[src/rtl/vc_pkg.sv]
// Shared constants and types for the weighted round-robin virtual-channel arbiter.
// Channel indices, the inactive-weight code and the arbiter state encoding live here.
package vc_pkg;

    localparam int NUM_CH   = 4;
    localparam int W_WIDTH  = 4;
    localparam int IDX_W    = $clog2(NUM_CH);

    localparam logic [W_WIDTH-1:0] INACTIVE = 4'h0;

    localparam logic [IDX_W-1:0] VCHANEL0 = 2'b00;
    localparam logic [IDX_W-1:0] VCHANEL1 = 2'b01;
    localparam logic [IDX_W-1:0] VCHANEL2 = 2'b10;
    localparam logic [IDX_W-1:0] VCHANEL3 = 2'b11;

    typedef enum logic {
        IDLE  = 1'b0,
        GRANT = 1'b1
    } arb_state_t;

    function automatic logic [NUM_CH-1:0] onehot(input logic [IDX_W-1:0] idx);
        return {{(NUM_CH-1){1'b0}}, 1'b1} << idx;
    endfunction

endpackage

[src/rtl/rr_next_sel.sv]
// Combinational cyclic search: first channel with a nonzero weight,
// scanning from start upward with wrap-around.
module rr_next_sel
    import vc_pkg::*;
(
    input  logic [NUM_CH-1:0][W_WIDTH-1:0] weights,
    input  logic [IDX_W-1:0]               start,
    output logic                           found,
    output logic [IDX_W-1:0]               sel,
    output logic [W_WIDTH-1:0]             sel_weight
);

    always_comb begin
        // NOTE: every output gets a default before the loop so no latch is inferred.
        found      = 1'b0;
        sel        = start;
        sel_weight = INACTIVE;
        // Scan farthest offset first so the nearest active channel wins last.
        for (int i = NUM_CH - 1; i >= 0; i--) begin
            logic [IDX_W-1:0] idx;
            idx = start + i[IDX_W-1:0];
            if (weights[idx] != INACTIVE) begin
                found      = 1'b1;
                sel        = idx;
                sel_weight = weights[idx];
            end
        end
    end

endmodule

[src/rtl/weighted_rr_arbiter.sv]
// Weighted round-robin arbiter over four virtual channels: each channel keeps the
// grant for as many consecutive enabled cycles as its weight, sampled at turn start.
module weighted_rr_arbiter #(
    parameter int NUM_CH  = vc_pkg::NUM_CH,
    parameter int W_WIDTH = vc_pkg::W_WIDTH
) (
    input  logic               clk,
    input  logic               rst,
    input  logic               enb,
    input  logic [W_WIDTH-1:0] vchanel0,
    input  logic [W_WIDTH-1:0] vchanel1,
    input  logic [W_WIDTH-1:0] vchanel2,
    input  logic [W_WIDTH-1:0] vchanel3,
    output logic [NUM_CH-1:0]  demux,
    output logic [1:0]         arbiter
);

    import vc_pkg::IDX_W;
    import vc_pkg::VCHANEL0;
    import vc_pkg::arb_state_t;
    import vc_pkg::IDLE;
    import vc_pkg::GRANT;
    import vc_pkg::onehot;

    arb_state_t                        state;
    logic [IDX_W-1:0]                  ptr;
    logic [W_WIDTH-1:0]                cred;

    logic [NUM_CH-1:0][W_WIDTH-1:0]    weights;
    logic [IDX_W-1:0]                  start;
    logic                              found;
    logic [IDX_W-1:0]                  sel;
    logic [W_WIDTH-1:0]                sel_weight;

    assign weights = {vchanel3, vchanel2, vchanel1, vchanel0};

    // A fresh turn in IDLE may re-pick ptr itself; after a finished turn ptr goes last.
    assign start = (state == GRANT) ? ptr + 1'b1 : ptr;

    rr_next_sel u_next_sel (
        .weights    (weights),
        .start      (start),
        .found      (found),
        .sel        (sel),
        .sel_weight (sel_weight)
    );

    // NOTE: state and outputs use non-blocking assignments so every register
    // samples pre-edge values regardless of statement order.
    always_ff @(posedge clk) begin
        if (rst) begin
            state   <= IDLE;
            ptr     <= VCHANEL0;
            cred    <= '0;
            arbiter <= VCHANEL0;
            demux   <= '0;
        end else if (!enb) begin
            demux   <= '0;
        end else if (state == GRANT && cred != '0) begin
            cred    <= cred - 1'b1;
            arbiter <= ptr;
            demux   <= onehot(ptr);
        end else if (found) begin
            state   <= GRANT;
            ptr     <= sel;
            cred    <= sel_weight - 1'b1;
            arbiter <= sel;
            demux   <= onehot(sel);
        end else begin
            state   <= IDLE;
            demux   <= '0;
        end
    end

endmodule

[config.mk]
export PLATFORM = sky130hd
export DESIGN_NAME = weighted_rr_arbiter
export DESIGN_NICKNAME = d
export VERILOG_FILES = /design/src/rtl/vc_pkg.sv /design/src/rtl/rr_next_sel.sv /design/src/rtl/weighted_rr_arbiter.sv
export SDC_FILE = /design/constraint.sdc
export NUM_CORES = 1
export LEC_CHECK = 0
export ABC_AREA = 1
export BUFFER_PORTS_ARGS = -buffer_cell sky130_fd_sc_hd__buf_2
export CAP_MARGIN = 20
export CORE_MARGIN = 2
export CORE_UTILIZATION = 49
export DETAILED_ROUTE_END_ITERATION = 8
export PLACE_DENSITY = 0.79
export SLEW_MARGIN = 20
export SYNTH_ARGS = -nofsm -noshare
export SYNTH_HDL_FRONTEND = slang
export SYNTH_SLANG_ARGS = --single-unit
[constraint.sdc]
create_clock -name clk -period 3.14 [get_ports clk]
set_input_delay 0.157 -clock clk [delete_from_list [all_inputs] [get_ports clk]]
set_output_delay 0.157 -clock clk [all_outputs]
set_load 0.02 [all_outputs]
== Word-level counts from Yosys, hierarchy flattened ==
Cells that the tools add are included.

* Input bits: 19
* Register bits after elaboration: 13
* Word-level logic and storage cells: 58
* Output and inout port bits: 6

* Magnitude comparators: 4
* Reductions and logical operators: 11
* Mux-type cells: 28
* Bitwise logic cells: 2
* Add/subtract/negate cells: 6
* Shift-type cells: 2

{| class="wikitable"
|+ Operators by type and width
! cell !! number
|-
| $mux W4 || 12
|-
| $bmux W4 S2 || 4
|-
| $reduce_bool A4 Y1 || 5
|-
| $mux W2 || 7
|-
| $lt A2 B3 Y1 const B || 4
|-
| $shl A1 B2 Y4 const A || 2
|-
| $sub A4 B1 Y4 const B || 2
|-
| $mux W1 || 5
|-
| $add A2 B1 Y2 const B || 2
|-
| $add A2 B2 Y2 const B || 2
|-
| $reduce_and A2 Y1 || 2
|-
| $reduce_and A3 Y1 || 1
|-
| $not A1 Y1 || 2
|-
| $reduce_bool A2 Y1 || 1
|-
| $reduce_or A2 Y1 || 1
|-
| $logic_and A1 B1 Y1 || 1
|}

== Depth between registers and ports, before layout ==
* Word-level depth: 13
* Depth in mapped cells: 21
* Gate-level depth less buffers: 20

== Modules after synthesis ==
A second synthesis with hierarchy kept.

* Cell total of the unflattened synthesis: 274
* Area total of the unflattened synthesis: 1514.0 um^2

{| class="wikitable"
|+ By module, submodules not included
! module !! cells each !! times used !! area each (um^2) !! sequential area each (um^2)
|-
| rr_next_sel || 170 || 1 || 769.5 || 0.0
|-
| weighted_rr_arbiter || 104 || 1 || 744.5 || 260.2
|}

== Least setup slack after synthesis ==
Ideal clock, no wire load.

* Path type: reg-to-reg
* Start point: register ptr[0]
* End point: register cred[2]
* Required time: 3.084 ns
* Setup time: 0.056 ns
* Clock period less this slack: 2.534 ns
* Data arrival time: 2.478 ns
* Path slack: 0.606 ns
* Stages on the path, launching flop included: 22
* Path buffers: 1
* Cell sequence: dfxtp_1 inv_2 ha_1 nand2_1 o21ai_2 nand2_1 nand2_2 buf_6 nand2_1 o21ai_2 nand2_2 nor2_8 nand2_1 nand2_1 nand2_1 nand2_1 nand2_1 ha_1 nand3b_1 nand3_1 nand2_1 inv_1

* Word-level cells in the longest chain between the ends: 13
* Elaborated cells on any way between the ends: 30
* Those cells by class: add/sub (5); mux (19); reduce/logical (6)

{| class="wikitable"
|+ RTL lines
! element !! RTL line !! source
|-
| start: declaration || weighted_rr_arbiter.sv:26 || <nowiki>logic [IDX_W-1:0] ptr;</nowiki>
|-
| start signal: assignment || weighted_rr_arbiter.sv:65 || <nowiki>ptr <= sel;</nowiki>
|-
| $add A2 B1 Y2 || weighted_rr_arbiter.sv:38 || <nowiki>assign start = (state == GRANT) ? ptr + 1'b1 : ptr;</nowiki>
|-
| $mux W2 * || weighted_rr_arbiter.sv:38 ||
|-
| $add A2 B2 Y2 || rr_next_sel.sv:21 || <nowiki>idx = start + i[IDX_W-1:0];</nowiki>
|-
| $bmux W4 S2 || rr_next_sel.sv:22, rr_next_sel.sv:25 ||
|-
| $mux W4 (implied by the code) || rr_next_sel.sv:22, rr_next_sel.sv:25 ||
|-
| $reduce_bool A4 Y1 || rr_next_sel.sv:22 || <nowiki>if (weights[idx] != INACTIVE) begin</nowiki>
|-
| $mux W4 (4 in a row) || rr_next_sel.sv:22 ||
|-
| $sub A4 B1 Y4 || weighted_rr_arbiter.sv:66 || <nowiki>cred <= sel_weight - 1'b1;</nowiki>
|-
| $mux W4 || weighted_rr_arbiter.sv:63 || <nowiki>end else if (found) begin</nowiki>
|-
| $mux W4 || weighted_rr_arbiter.sv:59 || <nowiki>end else if (state == GRANT && cred != '0) begin</nowiki>
|-
| end signal: assignment || weighted_rr_arbiter.sv:60 || <nowiki>cred <= cred - 1'b1;</nowiki>
|-
| end signal: assignment || weighted_rr_arbiter.sv:66 ||
|-
| end: declaration || weighted_rr_arbiter.sv:27 || <nowiki>logic [W_WIDTH-1:0] cred;</nowiki>
|}

Every way passes the cells marked *; elsewhere a longest branch is shown, timed or not. The select of a mux whose other input is x is not followed.
A chain may end at the register's enable or synchronous reset.

== Final worst setup path ==
Same ends and word-level chain as after synthesis.

==> run summary <==
pwr/cell area: 478 nW/um2
grt ovf: 0
critical path's largest stage delay: 0.44 ns
vias per inst: 5.19
max-slew violations: 0
wire length per cell: 10.8 um
Worst VDD drop: 0.316 mV
total CTS buffers: 3
global-route wire length before repair: 6230 um
most frequent cells in the layout: nand2_1 (95), inv_1 (32), nand3_1 (28), buf_2 (24), nor2_1 (17)
Starting DRT DRC Count: 62
synthesized instance count: 263
Post-CTS Resized: 0
post-CTS setup buffer count: 0
setup violators final: 0
Crit. Startpoint: ptr[0]
# hold bufs at CTS: 0
root buf cell: clkbuf_4
Worst-Skew Late Latency: 0.28 ns
Fmax achieved: 353 MHz
largest net degree at the start of global routing: 25
sequential fraction of design power: 24.8%
CP Capture Type: register
first-pass detailed-route iteration total: 4
ant diodes: 0
Sw Pwr: 0.000395 W
Post-synth EDFFs: 0
FP Rows: 19
Slowest cell on crit path: dfxtp_1
DPL Wire Length: 2850 um
Cell Chain, Critical Path: inv_2 -> ha_1 -> nand2_1 -> o21ai_2 -> nand2_1 -> nand2_2 -> nand2_1 -> o21ai_2 -> nand2_2 -> nor2_8 -> nand2_1 -> nand2_1 -> nand2_1 -> nand2_1 -> nand2_1 -> ha_1 -> nand3b_1 -> nand3_1 -> nand2_1 -> inv_1
commonest non-fill, non-tap cell in the layout: nand2_1
Post-synth top flop: dfxtp_1
cell area after synthesis: 1480 um2
status: complete, no violations
crit-path leading delay family: simple AND/OR/NAND/NOR gates
part of the power in combinational logic: 62.3%
Slew headroom: 71.6%
Distinct cells, synth: 31
CORE AREA: 2810 um2
data arrival time of the critical path: 3.06 ns
hold path start: rst
CTS tree: yes
Tmin final: 2.83 ns
dpl ws: 0.320 ns
clock skew: 0.00562 ns
final wirelength: 3450 um
routability-driven placement congestion ratio: 0.911
Clock Tree Buf Depth: 2
Fin Hold WS: 0.151 ns
cells on worst reg2reg path: 20
Clock Sinks: 13
die area: 3480 um2
initial antenna violation count: 0
Final #Nets: 313
Synth Warn #: 0
CP dominant cell by count: nand2_1
Die W: 59.0 um
Crit Path Category: register to register
mean area per synthesized cell: 5.64 um2
Period Utilization, post-route: 90.2%
crit path capture: cred[2]
max cap viols: 0
Pint: 0.000393 W
fraction of registers with async set/reset: 0%
layout cell share with drive strength beyond 1: 19.1%
Setup TNS: 0 ns
worst hold path type: input pin to register
Switching Fraction: 50.1%
RR Endpoint: cred[2]
Die Height: 59.0 um
Initial Util: 52.9%
largest fanout on the critical path: 11
r2r startpoint: ptr[0]
input/output buffers: 24
Static Leak: 0.916 nW
synthesized flop and latch total: 13
post-route setup slack: 0.307 ns
sequential area share after synthesis: 17.6%
CTS H-tree lvls: 1
startpoint types: register
Final Total Pwr: 0.000787 W
r2r setup slk: 0.31 ns
total track usage: 22.9%
slew at the pin closest to its max-slew limit: 0.423 ns
number of global-route vias before repair: 1475
clock-pin slew on the worst setup and hold paths: 0.08 ns
syn nets: 287
RSZ-0062 raised after global routing: no
DR vias: 1655
Cells on Worst Hold Path: 2
I/O pins: 25
critical path depth: 20
clock share of power: 12.9%
Hold Fails Final Rpt: 0
area growth from synthesis to layout: 11.1%
CP bufs+invs: 2
Req. time, crit path: 3.36 ns
Residual DRC: 0
Routed Antenna Nets: 0
[how the worst min path moves through the flow]
stage                       to  slack [ns]
floorplan           arbiter[0]        0.23
global placement    arbiter[0]        0.43
detailed placement  arbiter[0]        0.43
CTS                 arbiter[0]        0.13
global route        arbiter[0]        0.14
finish              arbiter[0]        0.15
[power by group through the flow]
stage               logic, W  clock network [W]  registers [W]
finish              0.000491           0.000102       0.000195
global route        0.000561           0.000114       0.000197
global placement    0.000481                  0       0.000198
detailed placement  0.000487                  0       0.000199
CTS                 0.000489           0.000105       0.000195
floorplan           0.000383                  0       0.000206
[worst register-to-register path: cells and delay by family, from the launching register on]
| kind | cells | cell delay [ns] |
|---|---|---|
| AOI/OAI and AO/OA | 2 | 0.24 |
| adders and majority gates | 2 | 0.57 |
| buffers and inverters | 2 | 0.16 |
| DFF | 1 | 0.44 |
| and+or+nand+nor | 14 | 1.37 |
[synth_stat cells (2+ instances only)]
| cell | count | area share (%) |
|---|---|---|
| dfxtp_1 | 13 | 18 |
| nand2_1 | 95 | 24 |
| o21ai_2 | 4 | 2.4 |
| nand2_2 | 9 | 3.8 |
| ha_1 | 5 | 4.2 |
| o21ai_1 | 12 | 4.1 |
| nand3_1 | 28 | 9.5 |
| inv_2 | 4 | 1.0 |
| nand2_4 | 3 | 2.3 |
| inv_1 | 32 | 8.1 |
| and2_1 | 3 | 1.3 |
| o21ai_0 | 10 | 3.4 |
| nor2_1 | 17 | 4.3 |
| buf_4 | 2 | 1.0 |
| a21oi_1 | 10 | 3.4 |
[cell families (layout without fill, tap and decap cells)]
logic type	after synthesis	count (layout)	share of synthesized area, %
buffers and inverters	43	68	12.2
adders and majority gates	5	5	4.22
DFF	13	13	17.6
AOI/OAI and AO/OA	42	42	17.0
and+or+nand+nor	160	160	49.1
[sequential cells by signal, indices dropped and copies added (netlist names)]
| register | flops |
|---|---|
| arbiter | 2 |
| cred | 4 |
| demux | 4 |
| ptr | 2 |
| state | 1 |
[through the flow]
| stage | util [%] | cell area, um2 | cells |
|---|---|---|---|
| floorplan | - | 1480 | 263 |
| global placement | 57.8 | 1620 | 315 |
| detailed placement | 57.8 | 1620 | 315 |
| CTS | 58.7 | 1650 | 319 |
| global route | 58.7 | 1650 | 319 |
| finish | 58.7 | 1650 | 319 |
[cell type report]
| class | instances | area (um2) |
|---|---|---|
| clock buffer | 4 | 26.3 |
| fill | 297 | 1160 |
| inverter | 38 | 145 |
| multi-input combinational | 207 | 1040 |
| sequential | 13 | 260 |
| tap | 31 | 38.8 |
| timing repair buffer | 26 | 135 |
[routing by layer]
layer / share of wire (%) / track usage [%]
met5: 0 / 0
met1: 49 / 32.4
met4: 0.90 / 3.90
met2: 42 / 34.1
met3: 7.5 / 7.64
Power figures use the tool's default switching activity.
